--- src/rtl/fetch_pkg.sv ---
// Shared types and defaults for the instruction fetch controller.
//   fetch_state_t  : controller state encoding (F_IDLE, F_REQ, F_FLUSH)
//   fetch_entry_t  : one fetched instruction {pc, inst}
//   RESET_PC_DEFAULT : default first fetch address after reset
package fetch_pkg;

    localparam int unsigned XLEN = 32;
    localparam logic [XLEN-1:0] RESET_PC_DEFAULT = 32'h8000_0000;

    typedef enum logic [1:0] {
        F_IDLE  = 2'd0,
        F_REQ   = 2'd1,
        F_FLUSH = 2'd2
    } fetch_state_t;

    typedef struct packed {
        logic [XLEN-1:0] pc;
        logic [XLEN-1:0] inst;
    } fetch_entry_t;

    // Redirect targets are halfword aligned; bit 0 is always dropped.
    function automatic logic [XLEN-1:0] align_target(input logic [XLEN-1:0] addr);
        return {addr[XLEN-1:1], 1'b0};
    endfunction

endpackage

--- src/rtl/fetch_ctrl_if.sv ---
// Bundle of the fetch controller's redirect, icache and downstream signals.
//   master : fetch_ctrl side (drives icache request and fetch outputs)
//   slave  : environment side (core redirect, icache, realigner)
interface fetch_ctrl_if;

    logic        redirect_i;
    logic [31:0] redirect_pc_i;
    logic        stall_pc_i;

    logic        icache_req_o;
    logic [31:0] icache_addr_o;
    logic        icache_ack_i;
    logic [31:0] icache_data_i;

    logic        fetch_valid_o;
    logic        fetch_ready_i;
    logic [31:0] fetch_pc_o;
    logic [31:0] fetch_inst_o;

    modport master (
        input  redirect_i, redirect_pc_i, stall_pc_i,
        input  icache_ack_i, icache_data_i, fetch_ready_i,
        output icache_req_o, icache_addr_o,
        output fetch_valid_o, fetch_pc_o, fetch_inst_o
    );

    modport slave (
        output redirect_i, redirect_pc_i, stall_pc_i,
        output icache_ack_i, icache_data_i, fetch_ready_i,
        input  icache_req_o, icache_addr_o,
        input  fetch_valid_o, fetch_pc_o, fetch_inst_o
    );

endinterface

--- src/rtl/fetch_fifo.sv ---
// Fetch buffer: small circular FIFO of {pc, inst} entries with synchronous flush.
//   clk, reset   : clock, asynchronous active-high reset
//   flush        : empties the buffer; wins over push and pop
//   push/push_data : write one entry (caller guarantees not full)
//   pop          : consume head entry (ignored when empty)
//   head/valid   : head entry (zero when empty) and non-empty flag
//   count        : number of stored entries
// DEPTH must be a power of two, minimum 2.
module fetch_fifo
    import fetch_pkg::*;
#(
    parameter int unsigned DEPTH = 2
) (
    input  logic                     clk,
    input  logic                     reset,
    input  logic                     flush,
    input  logic                     push,
    input  fetch_entry_t             push_data,
    input  logic                     pop,
    output fetch_entry_t             head,
    output logic                     valid,
    output logic [$clog2(DEPTH):0]   count
);

    localparam int unsigned AW = $clog2(DEPTH);
    localparam int unsigned CW = AW + 1;

    fetch_entry_t    mem [DEPTH];
    logic [AW-1:0]   wr_ptr;
    logic [AW-1:0]   rd_ptr;
    logic [CW-1:0]   cnt_q;
    logic [CW-1:0]   cnt_d;
    logic            valid_q;
    logic            do_pop;

    assign do_pop = pop && valid_q;

    // Next occupancy; flush overrides any same-cycle traffic.
    always_comb begin
        cnt_d = cnt_q;
        if (flush) begin
            cnt_d = '0;
        end else begin
            cnt_d = cnt_q + CW'(push) - CW'(do_pop);
        end
    end

    // Pointers, count and valid flag.
    always_ff @(posedge clk or posedge reset) begin
        if (reset) begin
            wr_ptr  <= '0;
            rd_ptr  <= '0;
            cnt_q   <= '0;
            valid_q <= 1'b0;
        end else begin
            cnt_q   <= cnt_d;
            valid_q <= (cnt_d != '0);
            if (flush) begin
                wr_ptr <= '0;
                rd_ptr <= '0;
            end else begin
                if (push) begin
                    wr_ptr <= wr_ptr + AW'(1);
                end
                if (do_pop) begin
                    rd_ptr <= rd_ptr + AW'(1);
                end
            end
        end
    end

    // Storage needs no reset: the head is masked while empty.
    always_ff @(posedge clk) begin
        if (push && !flush) begin
            mem[wr_ptr] <= push_data;
        end
    end

    assign head  = valid_q ? mem[rd_ptr] : '0;
    assign valid = valid_q;
    assign count = cnt_q;

endmodule

--- src/rtl/fetch_ctrl.sv ---
// Instruction fetch controller: issues sequential icache requests, buffers the
// responses and hands them to the realigner over a valid/ready handshake.
// Redirects flush the buffer; an in-flight request is drained and its
// response dropped (F_FLUSH) before fetching from the new target.
//   clk, reset : clock, asynchronous active-high reset
//   bus        : fetch_ctrl_if.master (redirect, icache req/ack, fetch outputs)
// Parameters: RESET_PC (first fetch address), BUF_DEPTH (power of two, >= 2).
// Build option: define FETCH_BYPASS_EN to present an ack arriving on an empty
// buffer directly on the fetch outputs in the same cycle.
module fetch_ctrl
    import fetch_pkg::*;
#(
    parameter logic [31:0] RESET_PC  = RESET_PC_DEFAULT,
    parameter int unsigned BUF_DEPTH = 2
) (
    input  logic           clk,
    input  logic           reset,
    fetch_ctrl_if.master   bus
);

    localparam int unsigned CW  = $clog2(BUF_DEPTH) + 1;
    localparam int unsigned CW1 = CW + 1;
    localparam logic [CW1-1:0] DEPTH_EXT = CW1'(BUF_DEPTH);

    fetch_state_t  state_q;
    fetch_state_t  state_d;
    logic [31:0]   pc_q;
    logic [31:0]   pc_d;
    logic [31:0]   addr_q;
    logic          req_q;

    logic          fifo_flush;
    logic          fifo_push;
    logic          fifo_pop;
    logic          fifo_valid;
    fetch_entry_t  fifo_head;
    fetch_entry_t  push_entry;
    logic [CW-1:0] fifo_count;

    logic          ack_live;
    logic          bypass_take;
    logic [CW1-1:0] count_after;
    logic          has_room;
    logic [31:0]   target;

    // A response counts only for a live request that is not being redirected.
    assign ack_live    = (state_q == F_REQ) && bus.icache_ack_i && !bus.redirect_i;
    assign fifo_pop    = fifo_valid && bus.fetch_ready_i;
    assign fifo_push   = ack_live && !bypass_take;
    assign push_entry  = '{pc: pc_q, inst: bus.icache_data_i};
    assign target      = align_target(bus.redirect_pc_i);
    assign has_room    = {1'b0, fifo_count} < DEPTH_EXT;
    // Occupancy after this cycle's push/pop decides back-to-back issue.
    assign count_after = {1'b0, fifo_count} + CW1'(fifo_push) - CW1'(fifo_pop);

`ifdef FETCH_BYPASS_EN
    logic bypass;

    // Empty buffer: forward the response straight through this cycle.
    assign bypass            = ack_live && !fifo_valid;
    assign bypass_take       = bypass && bus.fetch_ready_i;
    assign bus.fetch_valid_o = fifo_valid || bypass;
    assign bus.fetch_pc_o    = fifo_valid ? fifo_head.pc   : (bypass ? pc_q : '0);
    assign bus.fetch_inst_o  = fifo_valid ? fifo_head.inst : (bypass ? bus.icache_data_i : '0);
`else
    assign bypass_take       = 1'b0;
    assign bus.fetch_valid_o = fifo_valid;
    assign bus.fetch_pc_o    = fifo_head.pc;
    assign bus.fetch_inst_o  = fifo_head.inst;
`endif

    // Next-state, pc and buffer control.
    always_comb begin
        state_d    = state_q;
        pc_d       = pc_q;
        fifo_flush = 1'b0;
        unique case (state_q)
            F_IDLE: begin
                if (bus.redirect_i) begin
                    fifo_flush = 1'b1;
                    pc_d       = target;
                end else if (has_room && !bus.stall_pc_i) begin
                    state_d = F_REQ;
                end
            end
            F_REQ: begin
                if (bus.redirect_i) begin
                    fifo_flush = 1'b1;
                    pc_d       = target;
                    // Without the ack the old request is still in flight.
                    state_d    = bus.icache_ack_i ? F_IDLE : F_FLUSH;
                end else if (bus.icache_ack_i) begin
                    pc_d    = pc_q + 32'd4;
                    state_d = ((count_after < DEPTH_EXT) && !bus.stall_pc_i) ? F_REQ : F_IDLE;
                end
            end
            F_FLUSH: begin
                if (bus.redirect_i) begin
                    fifo_flush = 1'b1;
                    pc_d       = target;
                end
                // The stale response ends the flush; staying here after it
                // would wait on an ack that never comes.
                if (bus.icache_ack_i) begin
                    state_d = F_IDLE;
                end
            end
            default: begin
                state_d = F_IDLE;
            end
        endcase
    end

    // State, pc and registered icache request; F_FLUSH keeps the old address.
    always_ff @(posedge clk or posedge reset) begin
        if (reset) begin
            state_q <= F_IDLE;
            pc_q    <= RESET_PC;
            req_q   <= 1'b0;
            addr_q  <= RESET_PC;
        end else begin
            state_q <= state_d;
            pc_q    <= pc_d;
            req_q   <= (state_d != F_IDLE);
            addr_q  <= (state_d == F_FLUSH) ? addr_q : pc_d;
        end
    end

    assign bus.icache_req_o  = req_q;
    assign bus.icache_addr_o = addr_q;

    fetch_fifo #(
        .DEPTH (BUF_DEPTH)
    ) u_fifo (
        .clk       (clk),
        .reset     (reset),
        .flush     (fifo_flush),
        .push      (fifo_push),
        .push_data (push_entry),
        .pop       (fifo_pop),
        .head      (fifo_head),
        .valid     (fifo_valid),
        .count     (fifo_count)
    );

endmodule

--- src/flat_wrapper.sv ---
// flat-port wrapper written by rule: the top's interface ports become plain ports
module fetch_ctrl_flat import fetch_pkg::*;
#(
    parameter logic [31:0] RESET_PC  = RESET_PC_DEFAULT,
    parameter int unsigned BUF_DEPTH = 2
)
  (clk, reset, bus_redirect_i, bus_redirect_pc_i, bus_stall_pc_i, bus_icache_ack_i, bus_icache_data_i, bus_fetch_ready_i, bus_icache_req_o, bus_icache_addr_o, bus_fetch_valid_o, bus_fetch_pc_o, bus_fetch_inst_o);
  fetch_ctrl_if bus_i ();
  input  logic clk;
  input  logic reset;
  input wire logic [$bits(bus_i.redirect_i)-1:0] bus_redirect_i;
  input wire logic [$bits(bus_i.redirect_pc_i)-1:0] bus_redirect_pc_i;
  input wire logic [$bits(bus_i.stall_pc_i)-1:0] bus_stall_pc_i;
  input wire logic [$bits(bus_i.icache_ack_i)-1:0] bus_icache_ack_i;
  input wire logic [$bits(bus_i.icache_data_i)-1:0] bus_icache_data_i;
  input wire logic [$bits(bus_i.fetch_ready_i)-1:0] bus_fetch_ready_i;
  output wire logic [$bits(bus_i.icache_req_o)-1:0] bus_icache_req_o;
  output wire logic [$bits(bus_i.icache_addr_o)-1:0] bus_icache_addr_o;
  output wire logic [$bits(bus_i.fetch_valid_o)-1:0] bus_fetch_valid_o;
  output wire logic [$bits(bus_i.fetch_pc_o)-1:0] bus_fetch_pc_o;
  output wire logic [$bits(bus_i.fetch_inst_o)-1:0] bus_fetch_inst_o;
  assign bus_i.redirect_i = bus_redirect_i;
  assign bus_i.redirect_pc_i = bus_redirect_pc_i;
  assign bus_i.stall_pc_i = bus_stall_pc_i;
  assign bus_i.icache_ack_i = bus_icache_ack_i;
  assign bus_i.icache_data_i = bus_icache_data_i;
  assign bus_i.fetch_ready_i = bus_fetch_ready_i;
  assign bus_icache_req_o = bus_i.icache_req_o;
  assign bus_icache_addr_o = bus_i.icache_addr_o;
  assign bus_fetch_valid_o = bus_i.fetch_valid_o;
  assign bus_fetch_pc_o = bus_i.fetch_pc_o;
  assign bus_fetch_inst_o = bus_i.fetch_inst_o;
  fetch_ctrl #(.RESET_PC(RESET_PC), .BUF_DEPTH(BUF_DEPTH)) u_core (.clk(clk), .reset(reset), .bus(bus_i));
endmodule
--- config.mk ---
export PLATFORM = sky130hd
export DESIGN_NAME = fetch_ctrl_flat
export DESIGN_NICKNAME = d
export VERILOG_FILES = /design/src/rtl/fetch_pkg.sv /design/src/rtl/fetch_ctrl_if.sv /design/src/rtl/fetch_fifo.sv /design/src/rtl/fetch_ctrl.sv /design/src/flat_wrapper.sv
export SDC_FILE = /design/constraint.sdc
export NUM_CORES = 1
export LEC_CHECK = 0
export CAP_MARGIN = 20
export CORE_ASPECT_RATIO = 1.4
export CORE_UTILIZATION = 35
export DETAILED_ROUTE_END_ITERATION = 6
export PLACE_DENSITY = 0.67
export SYNTH_ARGS = -nofsm -noshare
export SYNTH_HDL_FRONTEND = slang
export SYNTH_HIERARCHICAL = 1
export SYNTH_SLANG_ARGS = --single-unit
--- constraint.sdc ---
create_clock -name clk -period 20.2 [get_ports clk]
set_input_delay 3.03 -clock clk [delete_from_list [all_inputs] [get_ports clk]]
set_output_delay 3.03 -clock clk [all_outputs]
set_load 0.05 [all_outputs]
== Word-level counts from Yosys, hierarchy flattened ==
Memory sizes are Yosys's and may differ from the RTL's.
Cells that the tools add are included.

* Equality and inequality tests: 3
* Reductions and logical operators: 17
* $add $sub $neg: 7
* $lt $le $gt $ge: 2
* Multiplexer cells: 22

{| class="wikitable"
|+ Operators by type and width
! cell !! number
|-
| two-way mux 32 bit || 3
|-
| two-way mux 64 bit || 1
|-
| one-hot mux 32 bit (2 select lines) || 1
|-
| adder 32 x 3 -> 32 bit (second input constant) || 1
|-
| two-way mux 2 bit || 7
|-
| two-way mux 1 bit || 9
|-
| nonzero test 2 bit || 4
|-
| logical AND 1 bit || 7
|-
| one-hot mux 2 bit (3 select lines) || 1
|-
| == test 2 bit (second input constant) || 2
|-
| adder 2 x 1 -> 3 bit || 1
|-
| zero test 1 bit || 3
|-
| < comparator 3 x 2 -> 1 bit (second input constant) || 1
|-
| OR reduction 3 bit || 1
|-
| subtractor 3 x 1 -> 3 bit || 1
|-
| adder 1 bit (second input constant) || 2
|-
| adder 2 x 1 -> 2 bit || 1
|-
| == test 2 x 1 -> 1 bit (second input constant) || 1
|-
| zero test 2 bit || 1
|-
| < comparator 2 bit (second input constant) || 1
|-
| OR reduction 2 bit || 1
|-
| subtractor 2 x 1 -> 2 bit || 1
|}

* Logic and storage cells: 60
* Memories: 1
* Register bits: 72
* Bits in writable memories: 128

{| class="wikitable"
|+ Memory list
! memory !! depth !! width !! read ports !! clocked after memory_dff !! wr ports !! RTL line !! source
|-
| u_core.u_fifo.mem || 2 || 64 || 1 || 0 || 1 || fetch_fifo.sv:28 || <nowiki>fetch_entry_t mem [DEPTH];</nowiki>
|}

== Logic depth before layout (Yosys ltp) ==
Gate-level depths: netlist (run 1).

* Word-level depth: 12
* Gate-level depth with buffers: 11

== Modules after synthesis ==
Netlist (run 1), hierarchy kept.

{| class="wikitable"
|+ By module, submodules not included
! module !! times used !! cells an instance !! area an instance (um2) !! sequential area each (um2)
|-
| fetch_fifo || 1 || 294 || 5296.3 || 3968.8
|-
| fetch_ctrl || 1 || 381 || 3752.3 || 1679.1
|}

== Worst setup path before layout (run 1) ==
OpenSTA, ideal clock, no wires.

* Path type: input to register
* Start point: input port bus_redirect_i
* End point: memory u_core/u_fifo/mem[0][0] (netlist bit) (enable)
* Data arrival time: 8601 ps
* Buffers on the path: 1
* Slack: 11021 ps
* Stages on the path: 5
* Cell sequence: clkbuf_1 nor3b_2 nand2_1 inv_1 nor3b_1

* Elaborated cells between the ends (all ways): 8

{| class="wikitable"
|+ RTL lines
! what !! RTL line !! source
|-
| start, declared || flat_wrapper.sv:11 || <nowiki>input wire logic [$bits(bus_i.redirect_i)-1:0] bus_redirect_i;</nowiki>
|-
| zero test 1 bit || fetch_ctrl.sv:47 || <nowiki>assign ack_live = (state_q == F_REQ) && bus.icache_ack_i && !bus.redirect_i;</nowiki>
|-
| logical AND 1 bit || fetch_ctrl.sv:47 ||
|-
| named net u_core.ack_live || fetch_ctrl.sv:40 || <nowiki>logic ack_live;</nowiki>
|-
| logical AND 1 bit || fetch_fifo.sv:74 || <nowiki>if (push && !flush) begin</nowiki>
|-
| two-way mux 1 bit || fetch_fifo.sv:74 ||
|-
| two-way mux 1 bit (not written as such) || fetch_fifo.sv:75 || <nowiki>mem[wr_ptr] <= push_data;</nowiki>
|-
| end, declared || fetch_fifo.sv:28 ||
|}

The timed path passes the listed nets, and every way through them passes these cells.

== Final worst setup path (run 1) ==
* Start point: input port bus_redirect_i
* End point: memory u_core/u_fifo/mem[1][23] (netlist bit) (enable)

Same word-level chain as after synthesis.

==> results of run 1 <==
-- cell usage after synthesis, types with 3 or more instances --
master	n
a211oi_1	14
a21oi_1	25
a311oi_1	12
a31o_2	3
and2_1	5
and4_1	4
buf_1	5
buf_12	5
buf_2	5
clkbuf_1	24
dfrtp_1	70
edfxtp_1	128
ha_1	4
inv_1	14
mux2_2	21
mux2i_1	66
nand2_1	28
nand3_1	13
nand3b_1	3
nand4_1	3
nor2_1	36
nor2b_1	64
nor3_1	14
nor4_1	5
nor4_2	3
o21ai_0	5
o221a_2	5
o22ai_1	19
o31ai_1	5
o32ai_1	3
xnor2_1	7
-- worst register-to-register path, stage by stage (launching register included) --
cell	delay (ns)
dfrtp_1	0.32
buf_4	0.36
nor3b_2	0.76
nand2_1	0.24
inv_1	0.19
and3b_2	0.88
buf_4	0.49
-- worst max path at each step --
stage | slack (ns) | startpoint | cells after the start | to
after CTS | 14.01 | bus_redirect_i | 7 | u_core/u_fifo/mem[1][25]
after detailed placement | 13.55 | bus_redirect_i | 7 | u_core/u_fifo/mem[1][29]
final | 14.05 | bus_redirect_i | 7 | u_core/u_fifo/mem[1][23]
after global routing | 13.84 | bus_redirect_i | 7 | u_core/u_fifo/mem[1][23]
after floorplan | 11.02 | bus_redirect_i | 5 | u_core/u_fifo/mem[0][0]
after global placement | 13.55 | bus_redirect_i | 7 | u_core/u_fifo/mem[1][29]
-- registers in the layout, summed over array words and instances, names as in the netlist --
register,count
u_core/bus.icache_addr_o,32
u_core/u_fifo/count,2
u_core/u_fifo/valid,1
u_core/pc_q,32
u_core/bus.icache_req_o,1
u_core/state_q,2
u_core/u_fifo/rd_ptr,1
u_core/u_fifo/mem,128
u_core/u_fifo/wr_ptr,1
-- metal layers --
metal | vias up | track usage (%) | wire, µm
li1 | 2860 | - | -
met1 | 2970 | 20.4 | 8880
met2 | 184 | 28.0 | 10900
met3 | 33 | 3.10 | 959
met4 | 0 | 6.90 | 504
met5 | - | 0 | 0
-- power by group --
group	switching, mW	internal [mW]	leakage [nW]
sequential	0.0247	0.459	1.99
clock	0.152	0.212	0.307
combinational	0.0983	0.0620	1.60
-- cells by family after synthesis --
group	after synthesis	synth area share, %
flops	200	62.4
simple gates	198	12.6
compound gates	119	9.76
mux	87	9.91
buf+inv	58	3.62
xor+xnor	8	0.926
fa+ha+maj	5	0.774
-- cell type report --
class,instances,area (µm²),share of cell area [%]
Sequential cell,200,5650,48.7
Inverter,15,56.3,0.486
Clock buffer,19,443,3.82
Clock inverter,13,189,1.63
Timing Repair Buffer,177,1780,15.3
Tap cell,319,399,3.44
Multi-Input combinational cell,417,3080,26.6
-- layout by cell type (no fill, tap or decap), drive strengths merged, types with 15 or more instances in the layout --
cell type | netlist | final
nor2b | 64 | 64
dfrtp | 70 | 70
a21oi | 25 | 25
o22ai | 19 | 19
edfxtp | 128 | 128
a211oi | 15 | 15
nor3 | 17 | 17
mux2 | 21 | 21
nor2 | 36 | 36
mux2i | 66 | 66
nand2 | 28 | 28
clkdlybuf4s50 | 0 | 166
clkbuf | 24 | 19
inv | 14 | 19
==> out/results.tsv, run 1 <==
metric	value	unit
grt_pass1_vias	5933	
min_path_type	flip-flop to flip-flop	
synth_top_area_share	42.5	%
final_nets	903	
first_iter_violations	399	
syn_to_final_growth	28.2	%
period_needed	6.15	ns
place_inst	1127	
finalSetupViolCount	0	
ctsHtreeMaxLevel	4	
wl_per_cell	18.3	µm
tritoncts	yes	
hold_slack	0.474	ns
cap_violations	0	
critPathTopFamily	simple AND/OR/NAND/NOR gates	
stdcell_area	11600	µm²
critPathSlowestCell	and3b_2	
post_cts.repair.setup_buffers	0	
insertion_delay	0.44	ns
cts_sinks	200	
finalNonFillerCells	1160	
tns	0	ns
ant_nets	0	
cpPeakStageDelay	0.88	ns
slew_violations	0	
drc_errors	0	
start_kind	input pin	
hold_path_depth	0	
die_w	138	µm
path_clk_slew	0.07	ns
syn_avg_cell_area	13.4	µm²
clock_path_buffers	2	
dpl_cell_area	10900	µm²
dp_slack	13.55	ns
diodes	0	
cts_hold_buffers	0	
reg2reg_slack	16.59	ns
synth_area	9050	µm²
status	completed	
final.setup_skew	0.0103	ns
fill_cells	2290	
grt-ovfl-total	0	
drive_gt1_share	10.8	%
fmax	0.163	GHz
p_leak	3.90	nW
ys.flop_type	edfxtp_1	
gp_congestion	0.870	
p_per_area	86.9	nW/µm²
design.core.area	25400	µm²
path_common_cell	buf_4	
max_slew.worst_pin.slew	0.999	ns
grt_pass1_wl	32800	µm
synth_nets	750	
total_power	1.01	mW
worst_slack	14.05	ns
synthArstFlopShare	36.0	%
hold_viol_final	0	
vias_per_cell	5.21	
die_y	192	µm
grt_setup_unrepaired	false	
synth_edf_count	128	
ys_ff_latch	200	
netlist_instances	675	
hp-start	u_core/pc_q[1]	
cts_root_buf	clkbuf_16	
cts_resized	0	
antenna_found_initial	0	
r2r-start	u_core/state_q[0]	
timing.rr.end	u_core/u_fifo/mem[1][23]	
required	20.30	ns
synth_area_leaders	edfxtp_1 42%, dfrtp_1 19%, mux2i_1 7.3%, nor2b_1 4.4%, mux2_2 2.6%	
synth_warnings	6	
timing.final.crit_share	30.4	%
portBuffers	166	
reg2regPathDepth	6	
critPathBufInv	4	
track_usage	16.5	%
start_util	35.7	%
hold_path_end	u_core/u_fifo/mem[0][33]	
yosysSeqAreaShare	62.4	%
numCtsBuffers	17	
synth_cell_types	72	
utilization	45.7	%
fp.dieArea	26500	µm²
critPathMaxFanout	40	
arrival	6.25	ns
pin_count	168	
postRouteWirelength	21200	µm
slew_headroom	33.4	%
vias	6047	
rows	69	
path_class	input pin to flip-flop	
dp_hpwl	14300	µm
crit_chain	clkdlybuf4s50_1 -> buf_4 -> nor3b_2 -> nand2_1 -> inv_1 -> and3b_2 -> buf_4	
drt-pass1-iter-count	6	
grt_max_degree	70	
critPathCaptureType	flip-flop	
ir_worst_vdd	0.0000615	V
yosysTopAreaCell	edfxtp_1	
Power figures use the tool's default switching activity.
==> run 2: changes to the inputs <==
--- a/config.mk
+++ b/config.mk
@@ -9,7 +9,7 @@
 export CORE_ASPECT_RATIO = 1.4
 export CORE_UTILIZATION = 35
 export DETAILED_ROUTE_END_ITERATION = 6
-export PLACE_DENSITY = 0.67
+export PLACE_DENSITY = 0.69
 export SYNTH_ARGS = -nofsm -noshare
 export SYNTH_HDL_FRONTEND = slang
 export SYNTH_HIERARCHICAL = 1
==> constraint.sdc (replaced) <==
create_clock -name clk -period 5.41 [get_ports clk]
set_input_delay 0.8115 -clock clk [delete_from_list [all_inputs] [get_ports clk]]
set_output_delay 0.8115 -clock clk [all_outputs]
set_load 0.05 [all_outputs]
==> out/results.tsv, run 2 (synthesis results as in run 1) <==
metric	value	unit
numCtsBuffers	17	
slew_headroom	47.2	%
clock_path_buffers	2	
final_cell_mix	166 x clkdlybuf4s50_1, 128 x edfxtp_1, 68 x dfrtp_1, 66 x mux2i_1, 64 x nor2b_1	
grt_pass1_wl	32700	µm
gp_congestion	0.869	
portBuffers	166	
total_power	3.63	mW
p_per_area	314	nW/µm²
cts_root_buf	clkbuf_16	
drt-pass1-iter-count	5	
fp.dieArea	26500	µm²
path_clk_slew	0.07	ns
start_kind	input pin	
critPathMaxFanout	19	
hold_viol_final	0	
postRouteWirelength	21300	µm
finalSetupViolCount	0	
drc_errors	0	
path_class	input pin to flip-flop	
required	5.74	ns
ant_nets	0	
largest_register_ffs	128	
tritoncts	yes	
design.core.area	25400	µm²
ir_worst_vdd	0.000213	V
first_iter_violations	462	
cts_sinks	200	
dp_hpwl	14500	µm
cap_violations	0	
status	completed	
slew_violations	0	
p_leak	3.88	nW
cts_resized	0	
diodes	0	
grt_setup_unrepaired	false	
vias_per_cell	5.23	
final_common_cell	clkdlybuf4s50_1	
syn_to_final_growth	27.7	%
fmax	0.290	GHz
tns	0	ns
post_cts.repair.setup_buffers	0	
rows	69	
largest_register	u_core/u_fifo/mem	
die_y	192	µm
antenna_found_initial	0	
vias	6070	
die_w	138	µm
final_nets	904	
critPathCaptureType	flip-flop	
start_util	35.7	%
highest_layer	met4	
arrival	3.78	ns
grt_pass1_vias	6061	
wl_met2	10800	µm
drive_gt1_share	10.9	%
pin_count	168	
cts_hold_buffers	0	
drt-met1-wl	8750	µm
grt-ovfl-total	0	
track_usage	16.4	%
insertion_delay	0.43	ns
ctsHtreeMaxLevel	4	
wl_per_cell	18.3	µm
max_slew.worst_pin.slew	0.789	ns
period_needed	3.45	ns
route.met3.wl	999	µm
final.setup_skew	0.0120	ns
grt_max_degree	70	
min_path_type	flip-flop to flip-flop	
timing.final.crit_share	63.8	%
[run 2: final cells by class]
cell class	count	area [µm²]
Inverter	15	56.3
Clock buffer	18	429
Fill cell	2316	13800
Timing Repair Buffer	178	1800
Sequential cell	200	5650
Tap cell	319	399
Clock inverter	14	134
Multi-Input combinational cell	417	3090
[run 2: power by group]
part / total (mW) / switching [mW] / leakage [nW] / internal [mW]
clock: 1.22 / 0.577 / 0.276 / 0.646
combinational: 0.601 / 0.368 / 1.61 / 0.232
sequential: 1.80 / 0.0915 / 1.99 / 1.71
[run 2: per-layer routing]
layer | global-route usage [%] | vias up
li1 | - | 2855
met1 | 19.7 | 2960
met2 | 27.9 | 210
met3 | 2.78 | 45
met4 | 8.70 | 0
met5 | 0 | -
[run 2: critical path: stages]
cell	delay, ns
clkdlybuf4s50_1	0.90
buf_4	0.36
clkinv_1	0.36
a21boi_1	0.72
o221a_2	0.30
a21oi_1	0.04
a311oi_1	0.28
[run 2: path summary, 6_finish.rpt]
path                                     start                      endpoint  slack, ns  cells past startpoint
setup / recovery                bus_redirect_i  u_core/bus.icache_addr_o[26]       1.96                      7
hold / removal                  u_core/pc_q[1]      u_core/u_fifo/mem[0][33]       0.47                      0
setup reg to reg           u_core/u_fifo/valid       u_core/bus.icache_req_o       2.62                      9
hold reg to reg                 u_core/pc_q[1]      u_core/u_fifo/mem[0][33]       0.47                      0
max in group asynchronous                reset   u_core/bus.icache_addr_o[0]       3.68                      3
min in group asynchronous                reset          u_core/u_fifo/wr_ptr       0.63                      2
[run 2: metrics by stage]
stage	std cells	util [%]	setup WS, ns	hold WS (ns)	area [µm²]
finish	1161	45.5	1.96	0.466	11600
global route	1161	45.5	1.85	0.486	11600
floorplan	675	-	0.730	0.434	9050
detailed placement	1128	43.2	1.56	0.450	11000
global placement	1127	43.1	1.61	0.446	10900
CTS	1160	45.4	1.86	0.469	11500
==> run 3: changes to the inputs <==
==> constraint.sdc (replaced) <==
create_clock -name clk -period 3.05 [get_ports clk]
set_input_delay 0.4575 -clock clk [delete_from_list [all_inputs] [get_ports clk]]
set_output_delay 0.4575 -clock clk [all_outputs]
set_load 0.05 [all_outputs]
==> out/results.tsv, run 3 (synthesis results as in run 1) <==
metric	value	unit
timing.final.crit_share	94.9	%
start_kind	flip-flop	
seqPwrFrac	48.2	%
postRouteWirelength	21500	µm
syn_to_final_growth	29.3	%
cts_sinks	200	
r2r-start	u_core/pc_q[3]	
pin_count	168	
largest_register	u_core/u_fifo/mem	
design.core.area	25400	µm²
grt_max_degree	69	
insertion_delay	0.44	ns
final_cell_mix	151 x clkdlybuf4s50_1, 128 x edfxtp_1, 68 x dfrtp_1, 66 x mux2i_1, 64 x nor2b_1	
gp_congestion	0.847	
reg2regPathDepth	6	
die_y	192	µm
drc_errors	0	
period_needed	2.90	ns
finalSetupViolCount	0	
cts_root_buf	clkbuf_16	
start_util	35.7	%
drive_gt1_share	14.2	%
clkPwrFrac	35.4	%
pwr-share-comb	16.4	%
grt_setup_unrepaired	false	
clock_path_buffers	2	
min_path_type	input pin to async pin	
reg2reg_slack	0.54	ns
antenna_found_initial	0	
wl_per_cell	18.3	µm
max_slew.worst_pin.slew	0.772	ns
hold_slack	0.284	ns
slew_headroom	48.1	%
critPathCaptureType	output port	
rows	69	
slew_violations	0	
critPathMaxFanout	14	
path_clk_slew	0.07	ns
vias_per_cell	5.29	
final.setup_skew	0.0130	ns
timing.rr.end	u_core/pc_q[26]	
final_nets	916	
diodes	0	
largest_register_ffs	128	
fmax	0.345	GHz
track_usage	16.6	%
dp_hpwl	15000	µm
ant_nets	0	
hold_viol_final	0	
numCtsBuffers	17	
p_leak	3.99	nW
status	completed	
register_area	5650	µm²
grt-ovfl-total	0	
required	2.59	ns
sw_frac_of_total	28.0	%
cap_violations	0	
path_class	flip-flop to output port	
final_common_cell	clkdlybuf4s50_1	
grt_pass1_wl	32700	µm
multi_input_area	3090	µm²
stdcell_area	11700	µm²
dpl_cell_area	11100	µm²
switchingPower	1.86	mW
drt-pass1-iter-count	5	
portBuffers	166	
cts_hold_buffers	0	
fp.dieArea	26500	µm²
tritoncts	yes	
power.internal	4.78	mW
ir_worst_vdd	0.000386	V
first_iter_violations	487	
vias	6204	
p_per_area	567	nW/µm²
die_w	138	µm
fill_cells	2293	
ctsHtreeMaxLevel	4	
cts_resized	0	
grt_pass1_vias	5950	
arrival	2.44	ns
post_cts.repair.setup_buffers	0	
## run 3: layout make-up
cell class / count / share of cell area (%)
timing repair buffer: 190 / 16.1
sequential: 200 / 48.3
tap: 319 / 3.41
inverter: 15 / 0.481
clock buffer: 18 / 3.67
clock inverter: 14 / 1.58
multi-input combinational: 417 / 26.5
## run 3: power groups by stage
| stage | clock network (mW) | registers, mW | logic (mW) |
|---|---|---|---|
| CTS | 2.42 | 3.19 | 1.10 |
| global placement | 0 | 3.24 | 1.08 |
| floorplan | 0 | 3.42 | 0.471 |
| global route | 2.51 | 3.21 | 1.16 |
| detailed placement | 0 | 3.25 | 1.09 |
| finish | 2.35 | 3.19 | 1.09 |
## run 3: worst max-delay path by stage
stage / slack (ns) / to / depth (start not counted) / start
global route: 0.01 / bus_fetch_pc_o[22] / 4 / u_core/u_fifo/rd_ptr
global placement: 0.12 / u_core/bus.icache_req_o / 10 / bus_redirect_i
floorplan: -0.19 / u_core/u_fifo/mem[0][0] / 5 / bus_redirect_i
detailed placement: 0.08 / u_core/bus.icache_req_o / 10 / bus_redirect_i
finish: 0.15 / bus_fetch_inst_o[25] / 4 / u_core/u_fifo/rd_ptr
CTS: 0.03 / bus_fetch_pc_o[20] / 4 / u_core/u_fifo/rd_ptr
## run 3: layer usage
layer / wire length, µm / GRT usage (%)
met1: 8770 / 20.2
met2: 11100 / 28.1
met3: 1030 / 3.10
met4: 578 / 8.03
met5: 0 / 0
## run 3: metrics by stage
stage / utilization, % / worst slack (ns) / TNS, ns / power [mW] / instances
after detailed placement: 43.7 / 0.0828 / 0 / 4.34 / 1141
after global routing: 46.1 / 0.0112 / 0 / 6.89 / 1173
after global placement: 43.7 / 0.124 / 0 / 4.32 / 1141
after floorplan: - / -0.192 / -12.30 / 3.89 / 675
final: 46.1 / 0.154 / 0 / 6.63 / 1173
after CTS: 46.1 / 0.0347 / 0 / 6.71 / 1173
## run 3: worst max-delay path, cell delays in order (launching register included)
cell and delay, ns:
dfrtp_4 0.60, buf_4 0.30, mux2i_1 0.10, nor2b_1 0.17, clkdlybuf4s50_1 0.83
